===== src/rtl/vga_pkg.sv =====
// Shared types and constants for the VGA display engine: pixel-source modes,
// config word layout, LFSR seed/taps and the pending-slot state encoding.
package vga_pkg;

    typedef enum logic [1:0] {
        MODE_NOISE = 2'd0,
        MODE_SOLID = 2'd1,
        MODE_MASK  = 2'd2,
        MODE_BARS  = 2'd3
    } mode_e;

    typedef enum logic {
        PEND_EMPTY = 1'b0,
        PEND_FULL  = 1'b1
    } pend_state_e;

    typedef struct packed {
        mode_e       mode;
        logic [11:0] color_a;
        logic [11:0] color_b;
    } cfg_t;

    localparam int CFG_WIDTH       = 32;
    localparam int CFG_MODE_LSB    = 30;
    localparam int CFG_COLOR_A_LSB = 12;
    localparam int CFG_COLOR_B_LSB = 0;

    localparam cfg_t CFG_RESET = '{mode: MODE_MASK, color_a: 12'hFFF, color_b: 12'h000};

    // Fibonacci LFSR x^16+x^14+x^13+x^11+1, shifting towards the MSB.
    localparam logic [15:0] LFSR_SEED = 16'hACE1;
    localparam logic [15:0] LFSR_TAPS = 16'hB400;

    function automatic cfg_t unpack_cfg(input logic [CFG_WIDTH-1:0] w);
        cfg_t c;
        c.mode    = mode_e'(w[CFG_MODE_LSB +: 2]);
        c.color_a = w[CFG_COLOR_A_LSB +: 12];
        c.color_b = w[CFG_COLOR_B_LSB +: 12];
        return c;
    endfunction

    function automatic logic [15:0] lfsr_step(input logic [15:0] s);
        return {s[14:0], ^(s & LFSR_TAPS)};
    endfunction

endpackage


===== src/rtl/vga_display_engine_if.sv =====
// Config handshake between the SPI-side config source (master) and the
// display engine (slave).
interface vga_display_engine_if;
    import vga_pkg::*;

    logic                 cfg_valid;
    logic                 cfg_ready;
    logic [CFG_WIDTH-1:0] cfg_data;

    modport master (output cfg_valid, output cfg_data, input cfg_ready);
    modport slave  (input cfg_valid, input cfg_data, output cfg_ready);
endinterface


===== src/rtl/vga_timing_core.sv =====
// Raster counters with stage-0 visible/sync flags and the end-of-frame
// commit strobe.
module vga_timing_core #(
    parameter int H_ACTIVE = 640,
    parameter int H_FP     = 16,
    parameter int H_SYNC   = 96,
    parameter int H_BP     = 48,
    parameter int V_ACTIVE = 480,
    parameter int V_FP     = 10,
    parameter int V_SYNC   = 2,
    parameter int V_BP     = 33,
    parameter bit SYNC_POL = 1'b0
) (
    input  logic       clk,
    input  logic       rst,
    output logic [9:0] x,
    output logic [9:0] y,
    output logic       vis,
    output logic       hs0,
    output logic       vs0,
    output logic       commit
);
    localparam int H_TOTAL = H_ACTIVE + H_FP + H_SYNC + H_BP;
    localparam int V_TOTAL = V_ACTIVE + V_FP + V_SYNC + V_BP;

    localparam logic [9:0] H_LAST   = 10'(H_TOTAL - 1);
    localparam logic [9:0] V_LAST   = 10'(V_TOTAL - 1);
    localparam logic [9:0] H_VIS    = 10'(H_ACTIVE);
    localparam logic [9:0] V_VIS    = 10'(V_ACTIVE);
    localparam logic [9:0] HS_START = 10'(H_ACTIVE + H_FP);
    localparam logic [9:0] HS_END   = 10'(H_ACTIVE + H_FP + H_SYNC);
    localparam logic [9:0] VS_START = 10'(V_ACTIVE + V_FP);
    localparam logic [9:0] VS_END   = 10'(V_ACTIVE + V_FP + V_SYNC);

    logic [9:0] x_q, x_d;
    logic [9:0] y_q, y_d;

    always_ff @(posedge clk or posedge rst) begin
        if (rst) begin
            x_q <= '0;
            y_q <= '0;
        end else begin
            x_q <= x_d;
            y_q <= y_d;
        end
    end

    always_comb begin
        x_d = x_q + 10'd1;
        y_d = y_q;
        if (x_q == H_LAST) begin
            x_d = '0;
            y_d = (y_q == V_LAST) ? 10'd0 : y_q + 10'd1;
        end
    end

    always_comb begin
        vis    = (x_q < H_VIS) && (y_q < V_VIS);
        hs0    = ((x_q >= HS_START) && (x_q < HS_END)) ? SYNC_POL : ~SYNC_POL;
        vs0    = ((y_q >= VS_START) && (y_q < VS_END)) ? SYNC_POL : ~SYNC_POL;
        commit = (x_q == H_LAST) && (y_q == V_LAST);
    end

    assign x = x_q;
    assign y = y_q;

endmodule


===== src/rtl/vga_display_engine.sv =====
// VGA display engine: timing core, 4-mode pixel source, tear-free config
// register committed at the frame boundary, and the stage-1 pin registers.
module vga_display_engine
    import vga_pkg::*;
#(
    parameter int H_ACTIVE   = 640,
    parameter int H_FP       = 16,
    parameter int H_SYNC     = 96,
    parameter int H_BP       = 48,
    parameter int V_ACTIVE   = 480,
    parameter int V_FP       = 10,
    parameter int V_SYNC     = 2,
    parameter int V_BP       = 33,
    parameter int COLOR_BITS = 2,
    parameter bit SYNC_POL   = 1'b0
) (
    input  logic                    clk,
    input  logic                    rst,
    vga_display_engine_if.slave     cfg,
    input  logic                    pixel_mask,
    output logic [9:0]              x,
    output logic [9:0]              y,
    output logic                    hs,
    output logic                    vs,
    output logic                    active,
    output logic [3*COLOR_BITS-1:0] rgb,
    output logic                    frame_start,
    output logic [7:0]              frame_cnt
);
    localparam int RGB_W = 3 * COLOR_BITS;

    logic vis, hs0, vs0, commit;

    vga_timing_core #(
        .H_ACTIVE (H_ACTIVE),
        .H_FP     (H_FP),
        .H_SYNC   (H_SYNC),
        .H_BP     (H_BP),
        .V_ACTIVE (V_ACTIVE),
        .V_FP     (V_FP),
        .V_SYNC   (V_SYNC),
        .V_BP     (V_BP),
        .SYNC_POL (SYNC_POL)
    ) u_timing (
        .clk    (clk),
        .rst    (rst),
        .x      (x),
        .y      (y),
        .vis    (vis),
        .hs0    (hs0),
        .vs0    (vs0),
        .commit (commit)
    );

    pend_state_e       pend_state_q, pend_state_d;
    cfg_t              pend_q, pend_d;
    cfg_t              cfg_q, cfg_d;
    logic [15:0]       lfsr_q, lfsr_d;
    logic [7:0]        frame_cnt_q, frame_cnt_d;
    logic              frame_start_q, frame_start_d;
    logic              hs_q, hs_d;
    logic              vs_q, vs_d;
    logic              active_q, active_d;
    logic [RGB_W-1:0]  rgb_q, rgb_d;
    logic              cfg_ready_int;
    logic              cfg_accept;

    // Pending slot FSM: state register
    always_ff @(posedge clk or posedge rst) begin
        if (rst) pend_state_q <= PEND_EMPTY;
        else     pend_state_q <= pend_state_d;
    end

    // Pending slot FSM: next state
    always_comb begin
        pend_state_d = pend_state_q;
        case (pend_state_q)
            PEND_EMPTY: if (cfg_accept) pend_state_d = PEND_FULL;
            PEND_FULL:  if (commit)     pend_state_d = PEND_EMPTY;
            default:                    pend_state_d = PEND_EMPTY;
        endcase
    end

    // Pending slot FSM: outputs
    always_comb begin
        cfg_ready_int = (pend_state_q == PEND_EMPTY);
    end

    assign cfg_accept    = cfg.cfg_valid && cfg_ready_int;
    assign cfg.cfg_ready = cfg_ready_int;

    // Per-channel colour slices: channel 0 is blue (low nibble / low rgb bits).
    logic [RGB_W-1:0] color_a_px, color_b_px, bars_px;
    for (genvar gi = 0; gi < 3; gi++) begin : g_chan
        assign color_a_px[gi*COLOR_BITS +: COLOR_BITS] = cfg_q.color_a[gi*4+3 -: COLOR_BITS];
        assign color_b_px[gi*COLOR_BITS +: COLOR_BITS] = cfg_q.color_b[gi*4+3 -: COLOR_BITS];
        assign bars_px[gi*COLOR_BITS +: COLOR_BITS]    = {COLOR_BITS{x[6+gi]}};
    end

    logic [RGB_W-1:0] pixel;

    always_comb begin
        pixel = '0;
        case (cfg_q.mode)
            MODE_NOISE: pixel = lfsr_q[RGB_W-1:0];
            MODE_SOLID: pixel = color_a_px;
            MODE_MASK:  pixel = pixel_mask ? color_a_px : color_b_px;
            MODE_BARS:  pixel = bars_px;
            default:    pixel = '0;
        endcase
    end

    always_comb begin
        pend_d = pend_q;
        if (cfg_accept) pend_d = unpack_cfg(cfg.cfg_data);

        // A word accepted on the commit cycle is still empty here, so it waits a frame.
        cfg_d = cfg_q;
        if (commit && (pend_state_q == PEND_FULL)) cfg_d = pend_q;

        frame_cnt_d   = commit ? frame_cnt_q + 8'd1 : frame_cnt_q;
        frame_start_d = commit;
        lfsr_d        = lfsr_step(lfsr_q);

        hs_d     = hs0;
        vs_d     = vs0;
        active_d = vis;
        rgb_d    = vis ? pixel : '0;
    end

    always_ff @(posedge clk or posedge rst) begin
        if (rst) begin
            pend_q        <= '0;
            cfg_q         <= CFG_RESET;
            lfsr_q        <= LFSR_SEED;
            frame_cnt_q   <= '0;
            frame_start_q <= 1'b0;
            hs_q          <= ~SYNC_POL;
            vs_q          <= ~SYNC_POL;
            active_q      <= 1'b0;
            rgb_q         <= '0;
        end else begin
            pend_q        <= pend_d;
            cfg_q         <= cfg_d;
            lfsr_q        <= lfsr_d;
            frame_cnt_q   <= frame_cnt_d;
            frame_start_q <= frame_start_d;
            hs_q          <= hs_d;
            vs_q          <= vs_d;
            active_q      <= active_d;
            rgb_q         <= rgb_d;
        end
    end

    assign hs          = hs_q;
    assign vs          = vs_q;
    assign active      = active_q;
    assign rgb         = rgb_q;
    assign frame_start = frame_start_q;
    assign frame_cnt   = frame_cnt_q;

endmodule


===== src/flat_wrapper.sv =====
// flat-port wrapper written by rule: the top's interface ports become plain ports
module vga_display_engine_flat import vga_pkg::*;
#(
    parameter int H_ACTIVE   = 640,
    parameter int H_FP       = 16,
    parameter int H_SYNC     = 96,
    parameter int H_BP       = 48,
    parameter int V_ACTIVE   = 480,
    parameter int V_FP       = 10,
    parameter int V_SYNC     = 2,
    parameter int V_BP       = 33,
    parameter int COLOR_BITS = 2,
    parameter bit SYNC_POL   = 1'b0
)
  (clk, rst, pixel_mask, x, y, hs, vs, active, rgb, frame_start, frame_cnt, cfg_cfg_valid, cfg_cfg_data, cfg_cfg_ready);
  vga_display_engine_if cfg_i ();
  input  logic clk;
  input  logic rst;
  input  logic pixel_mask;
  output logic [9:0] x;
  output logic [9:0] y;
  output logic hs;
  output logic vs;
  output logic active;
  output logic [3*COLOR_BITS-1:0] rgb;
  output logic frame_start;
  output logic [7:0] frame_cnt;
  input wire logic [$bits(cfg_i.cfg_valid)-1:0] cfg_cfg_valid;
  input wire logic [$bits(cfg_i.cfg_data)-1:0] cfg_cfg_data;
  output wire logic [$bits(cfg_i.cfg_ready)-1:0] cfg_cfg_ready;
  assign cfg_i.cfg_valid = cfg_cfg_valid;
  assign cfg_i.cfg_data = cfg_cfg_data;
  assign cfg_cfg_ready = cfg_i.cfg_ready;
  vga_display_engine #(.H_ACTIVE(H_ACTIVE), .H_FP(H_FP), .H_SYNC(H_SYNC), .H_BP(H_BP), .V_ACTIVE(V_ACTIVE), .V_FP(V_FP), .V_SYNC(V_SYNC), .V_BP(V_BP), .COLOR_BITS(COLOR_BITS), .SYNC_POL(SYNC_POL)) u_core (.clk(clk), .rst(rst), .cfg(cfg_i), .pixel_mask(pixel_mask), .x(x), .y(y), .hs(hs), .vs(vs), .active(active), .rgb(rgb), .frame_start(frame_start), .frame_cnt(frame_cnt));
endmodule

===== config.mk =====
export PLATFORM = sky130hd
export DESIGN_NAME = vga_display_engine_flat
export DESIGN_NICKNAME = d
export VERILOG_FILES = /design/src/rtl/vga_pkg.sv /design/src/rtl/vga_display_engine_if.sv /design/src/rtl/vga_timing_core.sv /design/src/rtl/vga_display_engine.sv /design/src/flat_wrapper.sv
export SDC_FILE = /design/constraint.sdc
export NUM_CORES = 1
export LEC_CHECK = 0
export BUFFER_PORTS_ARGS = -buffer_cell sky130_fd_sc_hd__buf_2
export CAP_MARGIN = 25
export CORE_MARGIN = 4
export CORE_UTILIZATION = 55
export DETAILED_ROUTE_END_ITERATION = 8
export PLACE_DENSITY = 0.81
export SLEW_MARGIN = 15
export SYNTH_ARGS = -nofsm -noshare
export SYNTH_HDL_FRONTEND = slang
export SYNTH_HIERARCHICAL = 1
export SYNTH_SLANG_ARGS = --single-unit

===== constraint.sdc =====
create_clock -name clk -period 2.8 [get_ports clk]
set_input_delay 0.56 -clock clk [delete_from_list [all_inputs] [get_ports clk]]
set_output_delay 0.56 -clock clk [all_outputs]
set_load 0.01 [all_outputs]

==> summary.txt <==
Status: finished, final reports clean
Vias in the first global route: 2120
Reg power frac: 0.585
Core area: 0.00599 mm²
Clk network pwr share: 0.393
Actual slew at the worst max-slew pin: 0.779 ns
Hold Crit Class: in -> async
Die area: 0.00758 mm²
Worst vdd ir: 0.000350 V
Clock tree buffer depth: 2
Final hold violation count: 0
Critical Path AT: 2.36 ns
Clk sinks: 83
Net Sw Frac: 0.199
Die Width: 87.1 µm
Post-Syn Nets: 306
Largest net degree at the start of global routing: 26
Ant diodes: 0
Share of layout cells above drive strength 1: 0.352
Net Sw Power: 0.000412 W
Io pins: 75
Fmax: 0.467 GHz
Mean Syn Cell Area: 13.0 µm²
Setup crit end kind: flop
R2R Setup Slk: 0.66 ns
CTS buffer count: 9
Drt first-iter violations: 95
Vert. Die Dim: 87.1 µm
Compound-Gate Fraction of Synth Area: 0.0568
Final period util: 0.764
Root Driver: clkbuf_8
Power Internal: 0.00166 W
Largest family of logic cells by synthesized area: simple AND/OR/NAND/NOR gates
Crit path time final: 2.14 ns
Relative slew margins: 0.480
Final WL: 5930 µm
Remaining Overflow, GRT: 0
GPL Wtd Cong: 0.829
TritonRoute pass-1 iters: 4
Fin Clk Skew: 0.00945 ns
Post-Synth Adder-Cell Area: 0.0182
Yosys cell types: 44
Dpl hpwl: 4190 µm
Total Nets Final: 366
Setup violations, final: 0
CTS hold repair buffers: 0
WP data required: 3.02 ns
LEAKAGE: 1.96 nW
Fin Setup TNS: 0 ns
Via density: 5.24
Share of the yosys chip area belonging to registers: 0.610
Yosys reg bits: 83
Top_reg_cell synth: dfrtp_1
Post-cts sizing count: 0
Logic pwr share: 0.022
Multiplexer area fraction after synthesis: 0.111
Initial Utilization: 0.574
Post-CTS Setup Inserts: 0
Cells after Synth: 265
H-Tree Depth: 3
CP Class: reg -> reg
Via count: 2123
Post-Syn Area: 0.00344 mm²
Syn. warnings: 6
Synth Area in Simple Gates: 0.115
Fraction of registers with async set/reset: 1.00
First-pass GRT wire length: 10300 µm
Multi-input gate area: 0.00120 mm²
CP startpoint kind: flop
Max cap viols: 0
Row cnt: 28
XOR/XNOR share of the synthesized area: 0.0484
CTS tree: done
Total GRT Usage: 0.176
Initial antenna violation count: 0
Post-synth EDFFs: 0
WL/cell: 14.6 µm
Final max-slew violation count: 0
RSZ-0062 raised after global routing: no
Filler cell count: 472
I/O Buffers: 56
Final ANT Viol Nets: 0
Worst flop-to-flop path endpoint: u_core/cfg_q[24]$_DFFE_PP0P_
Area delta synth->final: 14.7%
Storage element area: 0.00210 mm²
Reg2reg start: u_core/u_timing/x[1]$_DFF_PP0_
Power density over cell area: 527 mW/mm²
R2R cell count: 7
Worst-skew pair later-pin latency: 0.34 ns
Hold WS: 0.193 ns
Clock Pin Slew Worst Setup and Hold Paths: 0.07 ns
DRC Markers: 0
Worst Path Max Fanout: 14
-- area by class of cell --
| class | count | area share |
|---|---|---|
| inverters | 13 | 0.0124 |
| well taps | 75 | 0.0238 |
| multi-input cells | 158 | 0.305 |
| repair buffers | 60 | 0.0787 |
| flip-flops and latches | 83 | 0.532 |
| clock buffers | 14 | 0.0387 |
| clock inverters | 2 | 0.00889 |
-- worst max-delay path, stage by stage (launching register included) --
cell     delay (ns)
dfrtp_1        0.42
ha_1           0.23
and4_4         0.25
nand4_1        0.19
nor2_1         0.15
buf_4          0.19
nand2_2        0.23
mux2_2         0.35
-- sequential cells by signal (all words and copies together) (netlist names) --
name / flops
u_core/u_timing/y: 10
u_core/cfg_q: 14
u_core/u_timing/x: 10
u_core/frame_start: 1
u_core/lfsr_q: 16
u_core/vs: 1
u_core/hs: 1
u_core/pend_state_q: 1
u_core/rgb: 6
u_core/frame_cnt: 8
u_core/active: 1
u_core/pend_q: 14
-- metrics by stage --
step,util,area [µm²],power [W],std cells,worst slack [ns]
2_1_floorplan,-,3440,0.00126,265,0.698
3_3_place_gp,0.627,3750,0.00128,389,0.725
3_5_place_dp,0.627,3750,0.00128,389,0.685
4_1_cts,0.658,3940,0.00210,405,0.663
5_1_grt,0.658,3940,0.00217,405,0.543
6_report,0.658,3940,0.00208,405,0.660
-- cells in the final DEF, fill, tap and decap left out, types with 2 or more instances in the layout --
| master | netlist | routed |
|---|---|---|
| clkbuf_1 | 0 | 4 |
| o2bb2ai_1 | 2 | 2 |
| nor3_1 | 3 | 3 |
| mux2_1 | 9 | 9 |
| and3_1 | 7 | 7 |
| o22ai_1 | 4 | 4 |
| inv_1 | 13 | 12 |
| and2_1 | 2 | 2 |
| xor2_1 | 8 | 8 |
| nor2_1 | 11 | 11 |
| mux2i_1 | 4 | 4 |
| xnor2_1 | 11 | 11 |
| nand4_1 | 7 | 7 |
| clkbuf_8 | 0 | 10 |
| nand2_1 | 15 | 15 |
| a211oi_1 | 5 | 5 |
| dfrtp_1 | 66 | 66 |
| o21ai_0 | 9 | 9 |
| mux2_2 | 20 | 20 |
| ha_1 | 5 | 5 |
| nand3_1 | 9 | 9 |
| buf_4 | 3 | 4 |
| dfstp_2 | 17 | 17 |
| nor2b_1 | 4 | 4 |
| nand2b_1 | 2 | 2 |
| buf_2 | 4 | 56 |
| nand3b_1 | 2 | 2 |
| nand4_2 | 2 | 2 |
-- cells by family (layout without fill, tap and decap cells) --
group                      Yosys count  count (layout)
AOI/OAI and AO/OA                   29              29
xor gates and xnor gates            19              19
adders and majority gates            5               5
buffers and inverters               24              89
DFF                                 83              83
muxes                               34              34
and+or+nand+nor                     71              71
-- worst max path at each step --
stage	cells after the start	start	endpoint	slack, ns
floorplan	1	rst	u_core/active$_DFF_PP0_	0.70
global placement	7	u_core/u_timing/x[0]$_DFF_PP0_	u_core/cfg_q[2]$_DFFE_PP0P_	0.73
detailed placement	7	u_core/u_timing/x[0]$_DFF_PP0_	u_core/cfg_q[24]$_DFFE_PP0P_	0.68
CTS	7	u_core/u_timing/x[0]$_DFF_PP0_	u_core/cfg_q[24]$_DFFE_PP0P_	0.66
global route	8	u_core/u_timing/y[1]$_DFFE_PP0N_	u_core/cfg_q[24]$_DFFE_PP0P_	0.54
finish	7	u_core/u_timing/x[1]$_DFF_PP0_	u_core/cfg_q[24]$_DFFE_PP0P_	0.66
-- metal layers --
| metal | track usage | vias to the layer above | wire length, µm |
|---|---|---|---|
| met5 | 0 | - | 0 |
| met4 | 0.0722 | 0 | 29 |
| met3 | 0.0492 | 2 | 308 |
| met2 | 0.262 | 41 | 2870 |
| met1 | 0.245 | 1039 | 2720 |
| li1 | - | 1041 | - |
-- synthesized netlist by cell type, types with 2 or more instances --
cell	number	share of area
a211oi_1	5	0.011
and2_1	2	0.0036
and3_1	7	0.013
buf_2	4	0.0058
buf_4	3	0.0066
buf_6	4	0.013
dfrtp_1	66	0.48
dfstp_2	17	0.13
ha_1	5	0.018
inv_1	13	0.014
mux2_1	9	0.029
mux2_2	20	0.066
mux2i_1	4	0.012
nand2_1	15	0.016
nand2b_1	2	0.0036
nand3_1	9	0.013
nand3b_1	2	0.0044
nand4_1	7	0.013
nand4_2	2	0.0073
nor2_1	11	0.012
nor2b_1	4	0.0073
nor3_1	3	0.0044
o21ai_0	9	0.013
o22ai_1	4	0.0073
o2bb2ai_1	2	0.0051
xnor2_1	11	0.028
xor2_1	8	0.020
-- power groups by stage --
stage	registers [W]	clock network, W	logic (W)
global placement	0.00124	0	0.0000456
floorplan	0.00123	0	0.0000255
CTS	0.00121	0.000839	0.0000476
global route	0.00122	0.000903	0.0000542
detailed placement	0.00124	0	0.0000475
finish	0.00121	0.000816	0.0000452
Power figures use the tool's default switching activity.
